**config.mk**
```make
export PLATFORM = sky130hd
export DESIGN_NAME = mealy_ch_scheduler
export DESIGN_NICKNAME = d
export VERILOG_FILES = /design/src/rtl/mealy_pkg.sv /design/src/rtl/mealy_step.sv /design/src/rtl/mealy_ch_scheduler.sv
export SDC_FILE = /design/constraint.sdc
export NUM_CORES = 1
export LEC_CHECK = 0
export BUFFER_PORTS_ARGS = -buffer_cell sky130_fd_sc_hd__buf_4
export CAP_MARGIN = 0
export CORE_MARGIN = 1
export CORE_UTILIZATION = 60
export DETAILED_ROUTE_END_ITERATION = 8
export GPL_TIMING_DRIVEN = 0
export PLACE_DENSITY_LB_ADDON = 0.12
export SYNTH_ARGS = -nofsm -noshare
export SYNTH_HDL_FRONTEND = slang
export SYNTH_SLANG_ARGS = --single-unit
```
**constraint.sdc**
```tcl
create_clock -name clk -period 7.8 [get_ports clk]
set_clock_uncertainty 0.1 [all_clocks]
set_input_delay 0.78 -clock clk [delete_from_list [all_inputs] [get_ports clk]]
set_output_delay 0.78 -clock clk [all_outputs]
set_load 0.01 [all_outputs]
```
**src/rtl/mealy_pkg.sv**
```systemverilog
// Shared encodings for the time-multiplexed 3-state Mealy channel scheduler.
package mealy_pkg;

  localparam int SW = 2;

  localparam logic [SW-1:0] ST_IDLE = 2'd0;
  localparam logic [SW-1:0] ST_S0   = 2'd1;
  localparam logic [SW-1:0] ST_S1   = 2'd2;

  localparam logic [SW-1:0] ST_RST  = ST_IDLE;

endpackage

```
**src/rtl/mealy_step.sv**
```systemverilog
// Combinational step of the shared Mealy function: (state, din) -> (next, dout).
module mealy_step
  import mealy_pkg::*;
(
  input  logic [SW-1:0] state_i,
  input  logic          din_i,
  output logic [SW-1:0] next_o,
  output logic          dout_o
);

  always_comb begin
    next_o = ST_IDLE;
    dout_o = 1'b0;
    case (state_i)
      ST_IDLE: next_o = ST_S0;
      ST_S0:   next_o = din_i ? ST_S1 : ST_S0;
      ST_S1: begin
        next_o = din_i ? ST_S0 : ST_S1;
        dout_o = 1'b1;
      end
      default: next_o = ST_IDLE;
    endcase
  end

endmodule

```
**src/rtl/mealy_ch_scheduler.sv**
```systemverilog
// Round-robin scheduler sharing one Mealy step across NCH channel contexts.
//   state | meaning
//   IDLE  | context fresh; next consumed bit is ignored, moves to S0
//   S0    | output 0 branch; din=1 toggles to S1
//   S1    | output 1 branch; din=1 toggles to S0
module mealy_ch_scheduler
  import mealy_pkg::*;
#(
  parameter  int NCH = 4,
  localparam int CW  = $clog2(NCH)
) (
  input  logic           clk,
  input  logic           rst,
  input  logic [NCH-1:0] req_valid,
  input  logic [NCH-1:0] req_din,
  input  logic [NCH-1:0] ch_clr,
  output logic [NCH-1:0] gnt,
  output logic           res_valid,
  output logic [CW-1:0]  res_ch,
  output logic           res_dout
);

  logic [SW-1:0]  ctx_q [NCH];
  logic [SW-1:0]  ctx_d [NCH];
  logic [CW-1:0]  ptr_q, ptr_d;
  logic [CW-1:0]  gidx;
  logic           any_gnt;
  logic [NCH-1:0] elig;
  logic [SW-1:0]  step_next;
  logic           step_dout;
  logic           res_valid_q;
  logic [CW-1:0]  res_ch_q;
  logic           res_dout_q;

  assign elig = req_valid & ~ch_clr;

  // Arbiter: scan from ptr with manual wrap so indices >= NCH are never produced.
  always_comb begin
    logic [CW:0] sum;
    gnt     = '0;
    gidx    = '0;
    any_gnt = 1'b0;
    sum     = '0;
    if (!rst) begin
      for (int o = 0; o < NCH; o++) begin
        sum = {1'b0, ptr_q} + (CW+1)'(o);
        if (sum >= (CW+1)'(NCH)) sum = sum - (CW+1)'(NCH);
        if (!any_gnt && elig[sum[CW-1:0]]) begin
          any_gnt            = 1'b1;
          gidx               = sum[CW-1:0];
          gnt[sum[CW-1:0]]   = 1'b1;
        end
      end
    end
  end

  mealy_step u_step (
    .state_i (ctx_q[gidx]),
    .din_i   (req_din[gidx]),
    .next_o  (step_next),
    .dout_o  (step_dout)
  );

  always_comb begin
    ptr_d = ptr_q;
    if (any_gnt) ptr_d = (gidx == CW'(NCH-1)) ? '0 : gidx + CW'(1);
    for (int i = 0; i < NCH; i++) begin
      ctx_d[i] = ctx_q[i];
      if (ch_clr[i])   ctx_d[i] = ST_IDLE;
      else if (gnt[i]) ctx_d[i] = step_next;
    end
  end

  always_ff @(posedge clk) begin
    if (rst) begin
      ptr_q       <= '0;
      res_valid_q <= 1'b0;
      res_ch_q    <= '0;
      res_dout_q  <= 1'b0;
      for (int i = 0; i < NCH; i++) ctx_q[i] <= ST_RST;
    end else begin
      ptr_q       <= ptr_d;
      res_valid_q <= any_gnt;
      if (any_gnt) begin
        res_ch_q   <= gidx;
        res_dout_q <= step_dout;
      end
      for (int i = 0; i < NCH; i++) ctx_q[i] <= ctx_d[i];
    end
  end

  assign res_valid = res_valid_q;
  assign res_ch    = res_ch_q;
  assign res_dout  = res_dout_q;

endmodule

```
==> summary by stage, run 1 <==
STA
The clock period could shrink to 4680 ps. The final setup violation count is 0. The sum of negative setup slack is 0 ps.

The fmax is around 0.21 GHz. Setup repair after global routing left no endpoint under its margin. In this run the tightest slew margin relative to its limit is 0.597. The final worst-path setup slack is roughly 3100 ps. The hold violation count in the final report is 0.

At the pin with the least slew margin, the transition time is 605 ps. The max-slew violation count is 0. Dividing the final minimum period by the clock period gives 0.601.

Clocking
The hold buffer count at CTS is 0. The maximum level of the CTS H-tree is 1. The root buffer selected by CTS is clkbuf_4. The deepest clock path buffer count is 2.

The number of buffers created by CTS is 3. The clock tree from TritonCTS is done. Gates resized during post-CTS repair numbered 0. The number of buffers inserted to repair setup after CTS is 0. The clock edge transition at the registers on the reported setup and hold paths is 90 ps. The clock net sink count is 14. The clock latency of the later-clocked register in the worst-skew pair is 300 ps.

Pwr
The leakage power is between 0.7 and 0.8 nW. For this design the ratio of total power to cell area is 154 nW/um^2. VDD sags by at most 0.000182 V.

Finish
The filler cells instantiated in the layout total 206. The top cell types in the final layout, fill and taps aside, are 22 x buf_4, 19 x nand3_1, 18 x nand2_1. The area occupied by registers is 360 sq um. The share of post-route cells with drive strength above 1 is 0.164. The most common cell after layout, fill and taps aside is buf_4.

At the end of the flow, the number of nets in the layout was 256. The area overhead of the layout relative to synthesis is 13.3%. The total inserted antenna cells is 0. The multi-input gate area in the final layout is ~1200 sq um.

Worst setup path
The slowest stage of the critical path is the ha_1 cell. The maximum single-stage delay on the critical path is between 400 and 500 ps. The worst register-to-register path begins at ptr_q[0]. In this run the worst path has a maximum fanout of 10. The worst register-to-register path has a depth of 12.

At the worst endpoint, the arrival time is around 3800 ps. By instance count, the cell type seen most on the critical path is clkbuf_1. The setup slack of the worst register-to-register path is 3330 ps. Following the worst setup path forward leads to its endpoint at gnt[0]. The worst setup path is launched from a flip-flop. The type of element capturing the critical path is an output pin.

Data on the critical path is required at its endpoint by 6920 ps. The critical path is of the flip-flop to output pin type. The critical path goes through clkbuf_1, clkbuf_1, inv_1, ha_1, or3b_1, a221oi_1, mux2_2, a211oi_1, and3_1, nor2_1, buf_4. The critical path startpoint is ptr_q[0]. The reg-to-reg critical path endpoint is ctx_q[0][0].

GRT
The via count of the first global-routing pass was 1553. The number of antenna violations at the first check in global routing came to 0. In the global route stage, overall resource usage came out at 0.336.

The pin count of the biggest net entering global routing is 11. The first global-routing pass estimated between 7000 and 8000 um of wire. Summed over all layers, the global routing overflow is 0.

Drt
The met3 wirelength from detailed routing is 426 um. In this run the remaining antenna-violating nets after routing total 0. Signal routing reaches up to met4. The final routed wirelength across all metal layers is between 4000 and 5000 um. After the first detailed-routing iteration, the DRC count stood at 79. In the routed design, unresolved DRC markers number 0. In the final routed layout, each cell accounts on average for 17.4 um. Across all layers, the routed design uses 1829 vias. In the final routing, the length of wire on met1 measures 1900 um. In the detailed route, the total length drawn on met2 is 2160 um.

After detailed routing, the number of vias per cell comes to between 6 and 7. For this run, the detailed router's first-pass iteration total came to 4.

Logic synthesis
For this run, asynchronously set or reset flops after synthesis account for 0. The synthesized design contains 14 register bits. The Yosys step of the flow raised 0 warnings.

The summed instance area of the synthesized netlist is 1640 sq um. The mean area per synthesized cell is 7.89 sq um. For this run, the register share of the synthesized area comes to 0.220. In the synthesized netlist the dominant register cell turns out to be edfxtp_1. The number of enable flip-flop cells after synthesis is 8. The post-synthesis net count is between 200 and 250.

Synthesis instantiated 46 different standard cells from the library. After technology mapping, the gate count stands at between 200 and 250.

Placement
Input and output buffers added on the ports amount to 21. The pre-CTS setup slack is approximately 3500 ps. At the end of routability-driven placement, the weighted congestion stood at 0.964. The half-perimeter wire length of the detailed placement result is 3570 um.

Min path
The tightest min-delay check is of the flip-flop to flip-flop type.

Die
For this configuration, the core starts out at a cell density of 0.650. The number of placement rows is 18. For this design the top-level I/O count stands at 22. The core region is 2520 sq um.

The width of the chip is 54.3 um. The floorplan die area is 2950 sq um. The overall die height is 54.3 um.

Run
Across the run, the number of max-cap violations was 0.

Status
The flow ran to the end, and the final reports show no timing, DRC or antenna violations.
## critical path, delay by kind of cell, from the launching register on
| family | cells | cell delay, ps |
|---|---|---|
| AND/OR/NAND/NOR | 3 | 750 |
| adder cells (fa/ha/maj) | 1 | 460 |
| multiplexers | 1 | 270 |
| AO/OA/AOI/OAI | 2 | 470 |
| flip-flops | 1 | 430 |
| buffers and inverters | 4 | 1110 |
## how the worst min path moves through the flow
stage | start | end | slack, ps | cells after the start
after floorplan | res_dout | res_dout | 380 | 2
after global placement | res_dout | res_dout | 340 | 2
after detailed placement | res_dout | res_dout | 370 | 2
after CTS | res_dout | res_dout | 380 | 2
after global routing | res_dout | res_dout | 400 | 2
final | res_dout | res_dout | 370 | 2
## power by group
group / internal, mW / switching [mW] / leakage [nW] / total [mW]
sequential: 0.0877 / 0.00680 / 0.140 / 0.0945
combinational: 0.0574 / 0.0904 / 0.568 / 0.148
clock: 0.0180 / 0.0252 / 0.0138 / 0.0432
total: 0.163 / 0.122 / 0.722 / 0.286
## per-stage QoR
stage	hold WS, ps	util	cell area (sq um)	total power [mW]	std cells
3_5_place_dp	367	0.728	1840	0.240	259
2_1_floorplan	376	-	1640	0.197	208
4_1_cts	378	0.737	1860	0.282	262
5_1_grt	399	0.737	1860	0.301	262
3_3_place_gp	341	0.728	1840	0.234	259
6_report	369	0.737	1860	0.286	262
## layout make-up
class | count | area share
Buffer | 14 | 0.0397
Clock buffer | 3 | 0.0121
Inverter | 6 | 0.0121
Multi-Input combinational cell | 174 | 0.637
Sequential cell | 14 | 0.194
Tap cell | 30 | 0.0202
Timing Repair Buffer | 21 | 0.0848
## cells in the mapped netlist, types with 2 or more instances
cell type,number,share of area
a31oi_1,5,0.019
nand3b_1,5,0.023
edfxtp_1,8,0.15
nor3_1,4,0.012
nor2b_1,7,0.027
nor2_1,13,0.030
mux2i_1,10,0.061
ha_1,8,0.061
nor3b_1,2,0.0092
nand2b_1,5,0.019
buf_6,2,0.014
dfxtp_1,6,0.073
a211oi_1,5,0.023
buf_2,2,0.0061
clkbuf_1,9,0.021
nand4_1,16,0.061
a21boi_1,4,0.018
nand4b_1,4,0.021
inv_1,6,0.014
a2111oi_0,8,0.043
nand3_1,19,0.058
and3_1,10,0.038
a21oi_1,10,0.031
nand2_1,18,0.041
## sequential cells by signal (all words and copies together) (netlist names)
name and cells:
ctx_q 8, res_ch 2, ptr_q 2, res_valid 1
res_dout 1
## routing by layer
layer	global-route usage	vias to the layer above
li1	-	854
met1	0.458	860
met2	0.547	105
met3	0.0444	10
met4	0.107	0
met5	0	-
## cells by family (layout without fill, tap and decap cells)
kind of cell,Yosys count,count (layout),synth area share
adder cells (fa/ha/maj),8,8,0.0610
AND/OR/NAND/NOR,111,111,0.389
flip-flops,14,14,0.220
AO/OA/AOI/OAI,43,43,0.195
multiplexers,12,12,0.0770
buffers and inverters,20,44,0.0587
Note: power is estimated with default switching activity, not from simulation.
==> inputs of run 2 (changes only) <==
Settings changed: CORE_UTILIZATION 60 to 52.
Clock period 7.8 ns to 4 ns, I/O delays scaled along.
==> summary by stage, run 2 (synthesis gave the netlist of run 1 again) <==
Status
The flow ran to the end, and the final reports show no timing, DRC or antenna violations.

Worst setup path
The logic depth of the worst register-to-register path is 12 (unchanged). The signal on the critical path passes through clkbuf_2, clkbuf_4, inv_1, ha_2, or3b_1, a221oi_2, a211o_1, and3b_1, buf_6, mux2_4, or3_4, a21boi_1. The slowest stage of the critical path belongs to the cell or3b_1. In this run the critical register-to-register path is launched from ptr_q[0]. The signal arrival time at the worst endpoint is 3820 ps (+20 ps). The critical path startpoint is ptr_q[0].

The worst-path maximum fanout is 10 (unchanged). The class of the most critical setup path is flip-flop to flip-flop. STA classifies the critical path startpoint as a flip-flop. The setup slack of the worst register-to-register path is 200 ps (-3130 ps). The type of element capturing the critical path is a flip-flop. The required time at the endpoint of the critical path is 4030 ps (-2890 ps). In this run the worst setup path terminates at ctx_q[1][1]. The maximum single-stage delay on the critical path is 440 ps (-20 ps).

The reg-to-reg critical path endpoint is ctx_q[1][1].

Finish
The final design utilization is 0.630 (-0.107). The flip-flop count of the largest register after layout was 8 (unchanged). The final cell count without fillers is 277 (+5.7%).

The register with the highest flop count is ctx_q. The most common cell after layout, fill and taps aside is buf_4. Leaving out fill and tap cells, the most frequent cells in the layout are 22 x buf_4, 19 x nand3_1, 18 x nand2_1.

The number of inserted filler cells in the final layout is 279 (+35%). The count of nets after finishing is 256 (unchanged). The total inserted antenna cells is 0 (unchanged). The area growth from synthesis to layout is 16.2%. The share of post-route cells with drive strength above 1 is 0.202 (+0.0379).

Die
The number of top-level pins came to 22 (unchanged). The starting utilization of the core area came to 0.542 (-0.109). The number of placement rows is 20 (+2). The area inside the core boundary is 3030 sq um (+20%). The width of the chip is 58.2 um (+7.1%). The overall die height is 58.2 um (+7.1%).

The floorplan die area is 3380 sq um (+15%).

Drt
The via total after detailed routing was 1765 (-3.5%). The wire length per cell was 16.7 um (-4.2%). The post-detailed-route DRC marker count came to 0 (unchanged). The via density per instance is 6.37 (-8.7%). The first-pass iteration count of the detailed router was 4 (unchanged). The final routed wirelength across all metal layers is 4630 um (+1.3%). The post-route antenna net violation count is 0 (unchanged). The starting DRC count in detailed routing is 163 (+110%).

STA
The final setup violation count is 0 (unchanged). The final hold slack is 370 ps (+1.32 ps). The headroom to the max-slew limit is 0.584 (-0.0132). The hold violation count in the final report is 0 (unchanged). The fmax is 0.263 GHz. The actual slew at the worst max-slew pin came to 625 ps (+19.8 ps). Setup repair after global routing left no endpoint under its margin. The time the final worst path needs with I/O delays and setup is 3800 ps.

The max-slew violation count came to 0 (unchanged). The final worst-path setup slack was 205 ps (-2910 ps). The part of the cycle the worst path needs is 0.949.

Placement
The placed cell count is 273 (+5.4%). The placer's final routability congestion estimate is 0.950 (-1.4%). The pre-CTS setup slack is -362 ps (-3850 ps).

The number of port buffers came to 21 (unchanged). The half-perimeter wire length of the detailed placement result is 3550 um (-0.42%).

GRT
The global-route wire length before repair is 7620 um (+6.2%). The via count of the first global-routing pass came to 1608 (+3.5%). The number of antenna violations at the first check in global routing is 0 (unchanged).

The total global routing overflow was 0 (unchanged). The pin count of the biggest net entering global routing is 11 (unchanged). The global router's overall resource usage came to 0.289 (-0.0472).

Min path
The startpoint identified for the worst hold timing path is res_dout. In this run the worst hold path is classified as flip-flop to flip-flop.

Clocking
The maximum level of the CTS H-tree is 1 (unchanged). The clock edge transition at the registers on the reported setup and hold paths is 90 ps (about the same). The number of buffers inserted to repair setup after CTS is 0 (unchanged). The clock latency of the later-clocked register in the worst-skew pair is 280 ps (-20 ps). The deepest clock path buffer count is 2 (unchanged). The hold buffer count at CTS is 0 (unchanged).

The number of buffers created by CTS was 3 (unchanged). The clock net sink count is 14 (unchanged). The clock tree from TritonCTS is done. The root buffer selected by CTS is clkbuf_4.

Pwr
The clock group share of total power is 0.147 (-0.004). The sequential share of power is 0.326 (-0.005). The areal power density over the cells is 299 nW/um^2 (+94%).

The proportion of total power due to net switching is 0.426 (-0.00252). The internal cell power is 0.327 mW (+100%). The leakage power came to 0.731 nW (+1.3%). The switching power summed over all nets is 0.243 mW (+98%). The maximum resistive drop on vdd is 0.000202 V (+11%). The total design power was 0.569 mW (+99%). The logic gate share of total power is 0.526 (+0.008).

Run
The count of maximum capacitance violations came to 0 (unchanged).
-- run 2: layout make-up --
class | count | area (sq um) | share of cell area
sequential | 14 | 362 | 0.190
clock inverter | 1 | 3.75 | 0.00197
inverter | 6 | 22.5 | 0.0118
clock buffer | 3 | 22.5 | 0.0118
tap | 44 | 55.1 | 0.0289
buffer | 14 | 80.1 | 0.0420
timing repair buffer | 21 | 158 | 0.0827
multi-input combinational | 174 | 1200 | 0.631
-- run 2: how the worst min path moves through the flow --
stage	to	slack (ps)	cells after the start
after global placement	res_dout	350	2
after detailed placement	res_dout	360	2
after global routing	res_dout	390	2
after CTS	res_dout	370	2
final	res_dout	370	2
after floorplan	res_dout	380	2
-- run 2: critical path: cells and delay by family, from the launching register on --
| family | cells | cell delay [ps] |
|---|---|---|
| AO/OA/AOI/OAI | 3 | 670 |
| adder cells (fa/ha/maj) | 1 | 380 |
| buffers and inverters | 4 | 720 |
| flip-flops | 1 | 380 |
| multiplexers | 1 | 320 |
| AND/OR/NAND/NOR | 3 | 1060 |
-- run 2: routing by layer --
metal	wire length, um	up-vias	part of all wire	track usage
met4	91	0	0.020	0.119
met1	2140	841	0.46	0.423
met5	0	-	0	0
li1	-	855	-	-
met2	2130	61	0.46	0.438
met3	276	8	0.060	0.0223
-- run 2: per-stage QoR --
step	setup TNS (ps)	area [sq um]
finish	0	1910
global route	0	1910
CTS	0	1890
detailed placement	-2570	1850
global placement	-1730	1850
floorplan	0	1640
-- run 2: what timing repair did --
item                                    in CTS  in global routing
gates resized for setup                      6                  5
endpoints found under the setup margin      13                 12
endpoints found under the hold margin        0                  0
-- run 2: power by group through the flow --
stage | clock network [mW] | registers [mW] | logic, mW
floorplan | 0 | 0.186 | 0.198
global placement | 0 | 0.187 | 0.274
detailed placement | 0 | 0.188 | 0.281
CTS | 0.0828 | 0.185 | 0.290
global route | 0.0869 | 0.187 | 0.328
finish | 0.0838 | 0.186 | 0.300
==> inputs of run 3 (changes only) <==
Settings changed: ABC_AREA from default to 1, CORE_UTILIZATION 52 to 43, PLACE_DENSITY from default to 0.66, PLACE_DENSITY_LB_ADDON 0.12 to default.
==> summary by stage, run 3 <==
Pwr
The switching power summed over all nets is 0.617 mW (+150%). The total design power came to 1.17 mW (+110%). The proportion of total power due to net switching is 0.526 (+0.0999). The maximum resistive drop on vdd came to 0.000347 V (+72%).

The leakage power came to 0.757 nW (+3.5%). The areal power density over the cells is 766 nW/um^2 (+160%). The internal cell power is 0.556 mW (+70%). The logic gate share of total power is 0.696 (+0.170).

The clock group share of total power is 0.088 (-0.059). The sequential share of power is 0.216 (-0.110).

Logic synthesis
In the post-synthesis netlist, the cell with the most instances is nand2_1. The post-synthesis net count is 214 (-7.0%). Of all cell types, the one taking the most synthesized area is edfxtp_1. The mean area per synthesized cell came to 6.80 sq um (-14%). The share of synthesized registers carrying an async set or reset is 0 (unchanged). The sequential element share of the synthesized area is 0.276 (+0.0562).

The count of different cell masters after synthesis is 27 (-41%). The number of synthesized register bits is 14 (unchanged). The top cell type's share of synthesized area is 0.184 (+0.0375).

The total number of yosys warnings is 0 (unchanged). The count of mapped cells out of synthesis came to 192 (-7.7%). The summed instance area of the synthesized netlist is 1310 sq um (-20%).

Among all flip-flop cells after synthesis, the most frequent one is edfxtp_1. In the post-synthesis netlist, the biggest area contributors are edfxtp_1 18%, nand2_1 14%, nand3_1 11%, dfxtp_1 9.2%, ha_1 7.7%. The number of enable flip-flop cells after synthesis was 8 (unchanged).

After synthesis, the most frequently instantiated cells are 49 x nand2_1, 30 x nand3_1, 26 x inv_1, 14 x nand4_1.

Finish
The total inserted antenna cells is 0 (unchanged). The flip-flop count of the largest register after layout is 8 (unchanged). The share of post-route cells with drive strength above 1 is 0.213 (+0.0112). The count of nets after finishing came to 239 (-6.6%). The area overhead of the layout relative to synthesis is 17.2%. The register with the highest flop count is ctx_q. The most common cell after layout, fill and taps aside is nand2_1. The number of inserted filler cells in the final layout is 288 (+3.2%). The library cells used most frequently in the layout, excluding fill and tap cells, are 49 x nand2_1, 30 x nand3_1, 26 x inv_1.

The multi-input gate area in the final layout came to 807 sq um (-33%). The area occupied by registers is 360 sq um (-0.35%).

Clocking
The number of buffers inserted to repair setup after CTS is 0 (unchanged). The clock latency of the later-clocked register in the worst-skew pair is 270 ps (about the same). The deepest clock path buffer count is 2 (unchanged).

TritonCTS built the clock tree. The number of buffers created by CTS is 3 (unchanged). The number of gates given a new drive strength after cts came to 0 (-6). The clock net sink count is 14 (unchanged). The clock edge transition at the registers on the reported setup and hold paths was 90 ps (about the same).

The maximum level of the CTS H-tree is 1 (unchanged). The tree is rooted in a clkbuf_4. The hold buffer count at CTS is 0 (unchanged).

Drt
The via total after detailed routing came to 1398 (-21%). The via density per instance was 5.66 (-11%). The post-route antenna net violation count is 0 (unchanged). The post-detailed-route DRC marker count is 4 (+4). The starting DRC count in detailed routing was 43 (-74%).

The wire length per cell was 12.8 um (-23%). The first-pass iteration count of the detailed router is 7 (+3). The final routed wirelength across all metal layers is 3160 um (-32%).

Min path
The worst hold path terminates at res_ch[1]. The worst hold path belongs to the class flip-flop to flip-flop. The number of cells on the worst hold path was 2 (unchanged). The worst hold path begins at res_ch[1].

Placement
The half-perimeter wire length of the detailed placement result came to 2520 um (-29%). The placer's final routability congestion estimate was 0.833 (-12%). The number of port buffers was 20 (-4.8%).

Worst setup path
The worst-path maximum fanout is 11 (+1). The setup slack of the worst register-to-register path is 920 ps (+720 ps). The signal on the critical path passes through inv_1, ha_1, inv_1, nand3_1, nand2_2, nand4_2, inv_1, a221oi_1, nor2_1, buf_4.

The logic depth of the worst register-to-register path is 15 (+3). The most numerous cell on the critical path is inv_1. The required time at the endpoint of the critical path is 3500 ps (-530 ps).

The signal arrival time at the worst endpoint is 2700 ps (-1120 ps). The type of element capturing the critical path is an output pin. The maximum single-stage delay on the critical path is 570 ps (+130 ps). The kind of start point of the critical path is a flip-flop. The worst flop-to-flop path startpoint is ptr_q[1]. The reg-to-reg critical path endpoint is ctx_q[0][1]. For this design, the slowest cell found on the critical path is dfxtp_1.

The class of the most critical setup path is flip-flop to output pin.

Die
The floorplan die area is 3260 sq um (-3.6%). The area inside the core boundary is 2810 sq um (-7.4%). The overall die height came to 57.1 um (-1.8%). The starting utilization of the core area is 0.466 (-0.0761). The width of the chip is 57.1 um (-1.8%). The number of placement rows is 19 (-5.0%). The number of top-level pins is 22 (unchanged).

STA
The time the final worst path needs with I/O delays and setup is 3200 ps (-590 ps). The hold violation count in the final report is 0 (unchanged). Setup repair after global routing left no endpoint under its margin. The part of the cycle the worst path needs came to 0.801 (-0.148). The sum of negative setup slack is 0 ps (unchanged). The final setup violation count is 0 (unchanged).

The fmax was 0.312 GHz (+18%). The max-slew violation count is 0 (unchanged). The actual slew at the worst max-slew pin is 722 ps (+97.6 ps).

The headroom to the max-slew limit is 0.513 (-0.0701).

GRT
The pin count of the biggest net entering global routing is 12 (+1). The number of antenna violations at the first check in global routing is 0 (unchanged). The total global routing overflow is 0 (unchanged).

The via count of the first global-routing pass was 1290 (-20%). The global router's overall resource usage was 0.212 (-0.0777). The global-route wire length before repair is 5460 um (-28%).

Status
The checks that failed: design-rule violations. The run finished, with violations left.

Run
The count of maximum capacitance violations came to 0 (unchanged).
[run 3: changes by cell type in the layout (fill, tap and decap cells not counted), sizes merged, moves of 6 or more]
cell | before | now
nand2 | 18 | 54
inv | 6 | 27
and3 | 10 | 0
a2111oi | 8 | 0
nand3 | 19 | 35
nor2b | 7 | 0
mux2i | 10 | 0
clkbuf | 12 | 6
[run 3: critical path, delay by kind of cell (launching register included)]
kind / cells / cell delay (ps)
AO/OA/AOI/OAI: 1 / 380
adder cells (fa/ha/maj): 1 / 380
buffers and inverters: 4 / 590
flip-flops: 1 / 570
AND/OR/NAND/NOR: 4 / 510
[run 3: cell type report]
type,count,share of cell area
tap,31,0.0253
clock buffer,4,0.0237
sequential,14,0.235
buffer,6,0.0245
inverter,27,0.0662
timing repair buffer,20,0.0980
multi-input combinational,145,0.527
[run 3: logic make-up (layout without fill, tap and decap cells)]
logic type / count (synthesis) / after routing / share of synthesized area
AND/OR/NAND/NOR: 118 / 118 / 0.452
buffers and inverters: 33 / 57 / 0.106
AO/OA/AOI/OAI: 19 / 19 / 0.0891
flip-flops: 14 / 14 / 0.276
adder cells (fa/ha/maj): 8 / 8 / 0.0766
[run 3: how the worst max path moves through the flow]
stage	from	end	slack (ps)	depth (start not counted)
finish	ptr_q[1]	gnt[1]	800	10
floorplan	ptr_q[0]	ctx_q[0][1]	1450	15
detailed placement	ptr_q[0]	ctx_q[2][1]	960	15
global route	ptr_q[1]	gnt[1]	550	10
global placement	ptr_q[1]	ctx_q[0][1]	970	15
CTS	ptr_q[1]	gnt[0]	800	10
[run 3: per-stage QoR]
step	setup slack (ps)	area [sq um]	util	hold WS (ps)	instances
4_1_cts	799	1530	0.546	371	247
6_report	795	1530	0.546	370	247
2_1_floorplan	1450	1310	-	390	192
3_5_place_dp	964	1500	0.533	357	243
5_1_grt	547	1530	0.546	387	247
3_3_place_gp	970	1500	0.533	356	243
[run 3: per-layer routing]
metal  GRT usage  wire, um
met1       0.270      1440
met2       0.383      1610
met3      0.0204       105
met4      0.0523         7
met5           0         0
[run 3: power by group through the flow]
stage	sequential, mW	clock [mW]	combinational (mW)
2_1_floorplan	0.252	0	0.606
3_3_place_gp	0.255	0	0.793
3_5_place_dp	0.257	0	0.811
4_1_cts	0.253	0.103	0.814
5_1_grt	0.261	0.111	0.916
6_report	0.254	0.103	0.816
